<file path="src/rtl/frame_buffer_swap_ctrl.sv">
// frame_buffer_swap_ctrl
// Multi-buffered frame store controller. One buffer is the display (front)
// buffer, one is the render (back) buffer, the rest sit idle. A renderer
// swap request arms the controller; the next vblank rising edge exchanges
// the roles, optionally followed by a full clear of the new back buffer.
//
// Ports
//   clk, rst                  clock, synchronous active-high reset
//   swap_req, vblank          frame-complete pulse, display blanking level
//   clear_en, clear_color     clear-after-swap enable and fill value
//   disp_addr / disp_data     display read port (1-cycle latency)
//   wr_valid/wr_ready/wr_addr/wr_data   renderer write port
//   front_idx, back_idx       current buffer roles
//   swap_pending, swap_done   armed flag, one-cycle swap pulse
//   ram_wren/ram_addr/ram_data/ram_q    per-buffer RAM ports, slice i = buffer i
module frame_buffer_swap_ctrl #(
  parameter int DATA_W  = 9,
  parameter int ADDR_W  = 19,
  parameter int DEPTH   = 307200,
  parameter int NUM_BUF = 2,
  localparam int IDX_W  = 2
) (
  input  logic                        clk,
  input  logic                        rst,
  input  logic                        swap_req,
  input  logic                        vblank,
  input  logic                        clear_en,
  input  logic [DATA_W-1:0]           clear_color,
  input  logic [ADDR_W-1:0]           disp_addr,
  output logic [DATA_W-1:0]           disp_data,
  input  logic                        wr_valid,
  output logic                        wr_ready,
  input  logic [ADDR_W-1:0]           wr_addr,
  input  logic [DATA_W-1:0]           wr_data,
  output logic [IDX_W-1:0]            front_idx,
  output logic [IDX_W-1:0]            back_idx,
  output logic                        swap_pending,
  output logic                        swap_done,
  output logic [NUM_BUF-1:0]          ram_wren,
  output logic [NUM_BUF*ADDR_W-1:0]   ram_addr,
  output logic [NUM_BUF*DATA_W-1:0]   ram_data,
  input  logic [NUM_BUF*DATA_W-1:0]   ram_q
);

  typedef enum logic [1:0] {
    S_WRITE   = 2'd0,
    S_PENDING = 2'd1,
    S_CLEAR   = 2'd2
  } state_t;

  localparam logic [ADDR_W-1:0] CLR_LAST = ADDR_W'(DEPTH - 1);

  state_t              state;
  logic                vblank_q;
  logic [ADDR_W-1:0]   clr_cnt;
  logic [IDX_W-1:0]    front_sel_p1;
  logic                vblank_rise;

  function automatic logic [IDX_W-1:0] next_idx(input logic [IDX_W-1:0] idx);
    return (idx == IDX_W'(NUM_BUF - 1)) ? '0 : idx + 1'b1;
  endfunction

  assign vblank_rise = vblank & ~vblank_q;
  assign wr_ready    = (state == S_WRITE);

  always_ff @(posedge clk) begin
    if (rst) begin
      state        <= S_WRITE;
      front_idx    <= '0;
      back_idx     <= IDX_W'(1);
      swap_pending <= 1'b0;
      swap_done    <= 1'b0;
      clr_cnt      <= '0;
      vblank_q     <= 1'b0;
      front_sel_p1 <= '0;
    end else begin
      vblank_q     <= vblank;
      front_sel_p1 <= front_idx;
      swap_done    <= 1'b0;
      case (state)
        S_WRITE: begin
          if (swap_req) begin
            state        <= S_PENDING;
            swap_pending <= 1'b1;
          end
        end
        S_PENDING: begin
          // further swap_req pulses are deliberately not queued
          if (vblank_rise) begin
            front_idx    <= back_idx;
            back_idx     <= next_idx(back_idx);
            swap_done    <= 1'b1;
            swap_pending <= 1'b0;
            clr_cnt      <= '0;
            state        <= clear_en ? S_CLEAR : S_WRITE;
          end
        end
        S_CLEAR: begin
          if (clr_cnt == CLR_LAST) begin
            clr_cnt <= '0;
            state   <= S_WRITE;
          end else begin
            clr_cnt <= clr_cnt + 1'b1;
          end
        end
        default: state <= S_WRITE;
      endcase
    end
  end

  // RAM port steering: front reads for display, back takes renderer or clear
  // writes, idle buffers are held quiet. Writes are masked while in reset.
  always_comb begin
    ram_wren = '0;
    ram_addr = '0;
    ram_data = '0;
    for (int i = 0; i < NUM_BUF; i++) begin
      if (IDX_W'(i) == front_idx) begin
        ram_addr[i*ADDR_W +: ADDR_W] = disp_addr;
      end else if (IDX_W'(i) == back_idx) begin
        if (state == S_CLEAR) begin
          ram_wren[i]                  = ~rst;
          ram_addr[i*ADDR_W +: ADDR_W] = clr_cnt;
          ram_data[i*DATA_W +: DATA_W] = clear_color;
        end else begin
          ram_wren[i]                  = wr_valid & wr_ready & ~rst;
          ram_addr[i*ADDR_W +: ADDR_W] = wr_addr;
          ram_data[i*DATA_W +: DATA_W] = wr_data;
        end
      end
    end
  end

  // p1: RAM data returns one cycle after the address, so select it with the
  // front index that issued that address.
  always_comb begin
    disp_data = '0;
    for (int i = 0; i < NUM_BUF; i++) begin
      if (front_sel_p1 == IDX_W'(i)) disp_data = ram_q[i*DATA_W +: DATA_W];
    end
  end

endmodule

</file>
<file path="config.mk">
export PLATFORM = sky130hd
export DESIGN_NAME = frame_buffer_swap_ctrl
export DESIGN_NICKNAME = d
export VERILOG_FILES = /design/src/rtl/frame_buffer_swap_ctrl.sv
export SDC_FILE = /design/constraint.sdc
export NUM_CORES = 1
export LEC_CHECK = 0
export ABC_AREA = 1
export CAP_MARGIN = 20
export CORE_ASPECT_RATIO = 1.1
export CORE_UTILIZATION = 30
export CTS_CLUSTER_DIAMETER = 40
export DETAILED_ROUTE_END_ITERATION = 7
export PLACE_DENSITY = 0.67
export SKIP_LAST_GASP = 1
export SLEW_MARGIN = 10
export SYNTH_ARGS = -nofsm -noshare
export SYNTH_HDL_FRONTEND = slang
export SYNTH_SLANG_ARGS = --single-unit
</file>
<file path="constraint.sdc">
create_clock -name clk -period 3.9 [get_ports clk]
set_input_delay 0.78 -clock clk [delete_from_list [all_inputs] [get_ports clk]]
set_output_delay 0.78 -clock clk [all_outputs]
set_load 0.02 [all_outputs]
</file>
# Yosys cells after proc, flatten, opt, wreduce, memory -nomap -nowiden

Index checks and enable logic that the tools add are counted.
Widths: inputs -> output; s select.

Input bits: 80
Word-level logic and storage cells: 67
Flip-flop bits (word level): 30

Add/subtract/negate cells: 2
Equality and inequality tests: 10
Bitwise logic cells: 6
Multiplexer cells: 30
Reduce and logical (&&, ||, !) cells: 11

Operators by type and width:

| operator              | count |
|---|---|
| $mux 19               | 7 |
| $mux 9                | 7 |
| $pmux 19 s2           | 1 |
| $add 19x1->19 const B | 1 |
| $eq 19x19->1 const B  | 1 |
| $mux 2                | 5 |
| $logic_not 2->1       | 4 |
| $mux 1                | 8 |
| $eq 2x1->1 const B    | 3 |
| $ne 2x2->1 const B    | 3 |
| $pmux 2 s3            | 1 |
| $reduce_and 3->1      | 2 |
| $eq 1x2->1 const A    | 2 |
| $reduce_and 2->1      | 2 |
| $reduce_bool 2->1     | 2 |
| $and 1x1->1           | 3 |
| $not 1->1             | 3 |
| $add 2x1->2 const B   | 1 |
| $eq 2x2->1 const B    | 1 |
| $pmux 1 s2            | 1 |
| $reduce_or 2->1       | 1 |

# Longest topological paths before layout

Depth in word-level cells: 6
Mapped depth: 9
Depth with buffers taken out: 9

# Worst setup path after synthesis

Ideal clock, no wire load.

Path kind: input -> output
Start: input rst
End: output ram_wren[0]
Path slack: 1.667 ns
Stages on the path: 4
Path buffers: 1
Data arrival time: 1.453 ns
Cells stage by stage: clkbuf_1 inv_1 o211ai_1 nor2_1

Word-level cells in the longest chain between the ends: 5

RTL lines:

| item        | RTL line | RTL |
|---|---|---|
| from (decl) | 24       | `input logic rst,` |
| $not 1->1 * | 122, 126 |  |
| $and 1x1->1 | 126      | `ram_wren[i] = wr_valid & wr_ready & ~rst;` |
| $mux 1 *    | 121      | `if (state == S_CLEAR) begin` |
| $mux 1 *    | 120      | `end else if (IDX_W'(i) == back_idx) begin` |
| $mux 1 *    | 118      | `if (IDX_W'(i) == front_idx) begin` |
| to (decl)   | 39       | `output logic [NUM_BUF-1:0] ram_wren,` |

Mark *: on every way between the ends. The rest lies on a longest branch, timed or not.

# Worst setup path after layout

Start: register state[0]
End: output ram_addr[37]

Word-level cells in the longest chain between the ends: 4

RTL lines:

| item                   | RTL line | RTL |
|---|---|---|
| from (decl)            | 53       | `state_t state;` |
| from (signal assigned) | 95       | `state <= clear_en ? S_CLEAR : S_WRITE;` |
| $eq 2x2->1             | 121      |  |
| $mux 19                | 121      |  |
| $mux 19                | 120      |  |
| $mux 19                | 118      |  |
| to (decl)              | 40       | `output logic [NUM_BUF*ADDR_W-1:0] ram_addr,` |

Every way passes these cells.

==> key figures <==
Timing
  – Final Hold Viols: 0
  – Slew Limit Fails: 0
  – Fin crit share: 0.821
  – Minimum clock period after layout: approximately 3.2 ns
  – Hold slack: about 0.47 ns
  – Setup violations, final: 0
  – Normalized max-slew margin: 0.686
  – RSZ-0062 raised after global routing: no
  – TNS Setup: 0 ns
  – Fmax: 0.312 GHz
  – Max Clock Skew: approximately 0.0038 ns
  – Least-Margin Pin Slew: 0.470 ns

Synth
  – Synth Area per Inst: approximately 6.2 sq um
  – Synth Net Count: 481
  – Synth cell types: 30
  – Register area share after synthesis: 0.241
  – Seq cells post-synth: 30
  – Area leader, netlist: dfxtp_1
  – Post-synthesis instance area: 0.00249 sq mm
  – Ranking of synthesized cells by area: dfxtp_1 (24%), nand2_1 (12%), o22ai_1 (9.5%)
  – Top-count cell post-synth: nand2_1
  – Post-synth ARST share: 0
  – Synth top cells by count: nand2_1 (83), inv_1 (54), nor2_1 (42), o22ai_1 (38), dfxtp_1 (30)
  – Area share of the largest cell type after synthesis: 0.241
  – Mapped Cells: 400
  – Dominant synthesized flop cell: dfxtp_1
  – Yosys warns: 0
  – Post-synth EDFFs: 0

Global route
  – Grt ovf: 0
  – All-Layer GR Usage: 0.235
  – Largest net degree at the start of global routing: 30
  – GR peak layer: met2
  – GR Util met3: 0.0391
  – Initial antenna violation count: 0
  – Number of global-route vias before repair: 3050
  – First-pass GRT wire length: 15700 microns
  – Grt met1 use: 0.308
  – Met2 Resource Use GR: 0.385

Final layout
  – Share of cells above drive strength 1: 0.0879
  – Fin area: approximately 0.0042 sq mm
  – Final core utilization: 0.524
  – Final nets: 626
  – Area grow syn2layout: 68.0%
  – Ant. Diodes: 0

Die
  – Die area: 0.00869 sq mm
  – Die Ht: 97.6 microns
  – Core area: 0.00800 sq mm
  – IO Pins: 154
  – Initial core utilization: 0.312
  – Rows: 34
  – Die X: between 80 and 90 microns

Route
  – Via density: 4.97
  – DR WL/cell: around 16 microns
  – Final ANT Viol Nets: 0
  – DR iter-0 viols: 198
  – Via count: 3251
  – DR DRC count: 0
  – DR pass1 iterations: 4
  – Routed Wire Length: just over 10000 microns

Critical path
  – CP endpoint kind: output port
  – Reg2Reg Depth: 9
  – Reg-to-reg critical path endpoint: clr_cnt[16]
  – R2r startpoint: clr_cnt[1]
  – Crit Path Class: reg -> out
  – R2r setup slk: 2.09 ns
  – Critical-path maximum fanout: 28
  – Crit start category: flip-flop
  – Arr. time, crit path: roughly 2.4 ns
  – CP Data Required Time: 3.12 ns

Placement
  – Routability Congestion: 0.958
  – Post-DP HPWL: 8110 microns
  – PortBufs: 153
  – Dpl cell area: about 0.0041 sq mm

Worst hold path
  – Worst Hold End: swap_pending
  – Hold Crit Class: reg -> reg
  – WHS Path Cells: 2
  – Hold_sp: swap_pending

Power and ir drop
  – Pwr per Cell Area: ~250 mW/mm^2
  – Max VDD drop: 132 uV
  – Total power: around 1.0 mW
  – Leak: 1.65 nW

Clock network
  – Clock slew at reported path FFs: 0.06 ns
  – Clk buf depth: 2
  – Clock Tree Root: clkbuf_8
  – Cts hold-fix bufs: 0
  – Clk sinks: 30
  – Gates resized, CTS repair: 0
  – TritonCTS buffer count: 5
  – CTS HTree Levels: 2
  – Postcts setup bufs: 0
  – CTS tree: done
  – Clk Latency, worst-skew pair: 0.28 ns

Job
  – Max-cap violation count: 0

Status
  – Status: completed
-- layer usage --
metal | vias to the layer above | wire, microns
met5 | - | 0
met4 | 0 | 248
met3 | 16 | 985
met2 | 152 | 4600
met1 | 1469 | 4370
li1 | 1614 | -
-- state kept, by name, indices dropped and copies added, names as in the netlist --
signal,flops
clr_cnt,19
front_sel_p1,2
vblank_q,1
state,2
swap_done,1
swap_pending,1
front_idx,2
back_idx,2
-- how the worst max path moves through the flow --
| stage | from | end | slack [ns] |
|---|---|---|---|
| detailed placement | rst | ram_wren[1] | 0.85 |
| finish | state[0] | ram_addr[37] | 0.70 |
| global route | state[1] | ram_addr[37] | 0.49 |
| floorplan | rst | ram_wren[0] | 1.67 |
| global placement | clear_color[7] | ram_data[16] | 0.85 |
| CTS | state[1] | ram_addr[37] | 0.70 |
-- critical path: stages, from the launching register on --
cell and delay [ns]:
dfxtp_1 0.32, inv_1 0.08, nand2_4 0.27, inv_1 0.17, buf_4 0.25, nand2_1 0.09
o21ai_0 0.14, o22ai_1 0.16, clkdlybuf4s50_1 0.64
-- layout by cell type (no fill, tap or decap), types with 14 or more instances in the layout --
| cell type | synthesis | layout |
|---|---|---|
| clkdlybuf4s50_1 | 0 | 153 |
| nand2_1 | 83 | 83 |
| inv_1 | 54 | 54 |
| nor2_1 | 42 | 42 |
| o22ai_1 | 38 | 38 |
| dfxtp_1 | 30 | 30 |
| o21ai_0 | 29 | 29 |
| nand3_1 | 26 | 26 |
| mux2i_1 | 14 | 14 |
| a21oi_1 | 14 | 14 |
-- cells by family after synthesis --
group | synth area share
xor+xnor | 0.00702
flops | 0.241
simple gates | 0.341
fa+ha+maj | 0.00501
mux | 0.0562
buf+inv | 0.127
compound gates | 0.224
-- final cells by class --
| cell class | instances | area, sq um |
|---|---|---|
| sequential | 30 | 601 |
| clock inverter | 1 | 5.00 |
| tap | 108 | 135 |
| fill | 843 | 3810 |
| timing repair buffer | 159 | 1580 |
| inverter | 56 | 210 |
| multi-input combinational | 293 | 1580 |
| clock buffer | 7 | 86.3 |
-- report_power, final --
group / internal (mW) / switching [mW] / total [mW]
sequential: 0.312 / 0.00499 / 0.317
combinational: 0.227 / 0.223 / 0.450
clock: 0.142 / 0.119 / 0.261
total: 0.682 / 0.347 / 1.03
-- metrics by stage --
step / setup WS, ns / cells
global route: 0.487 / 654
floorplan: 1.67 / 400
finish: 0.698 / 654
detailed placement: 0.851 / 646
global placement: 0.849 / 646
CTS: 0.696 / 654
Note: power is estimated with default switching activity, not from simulation.
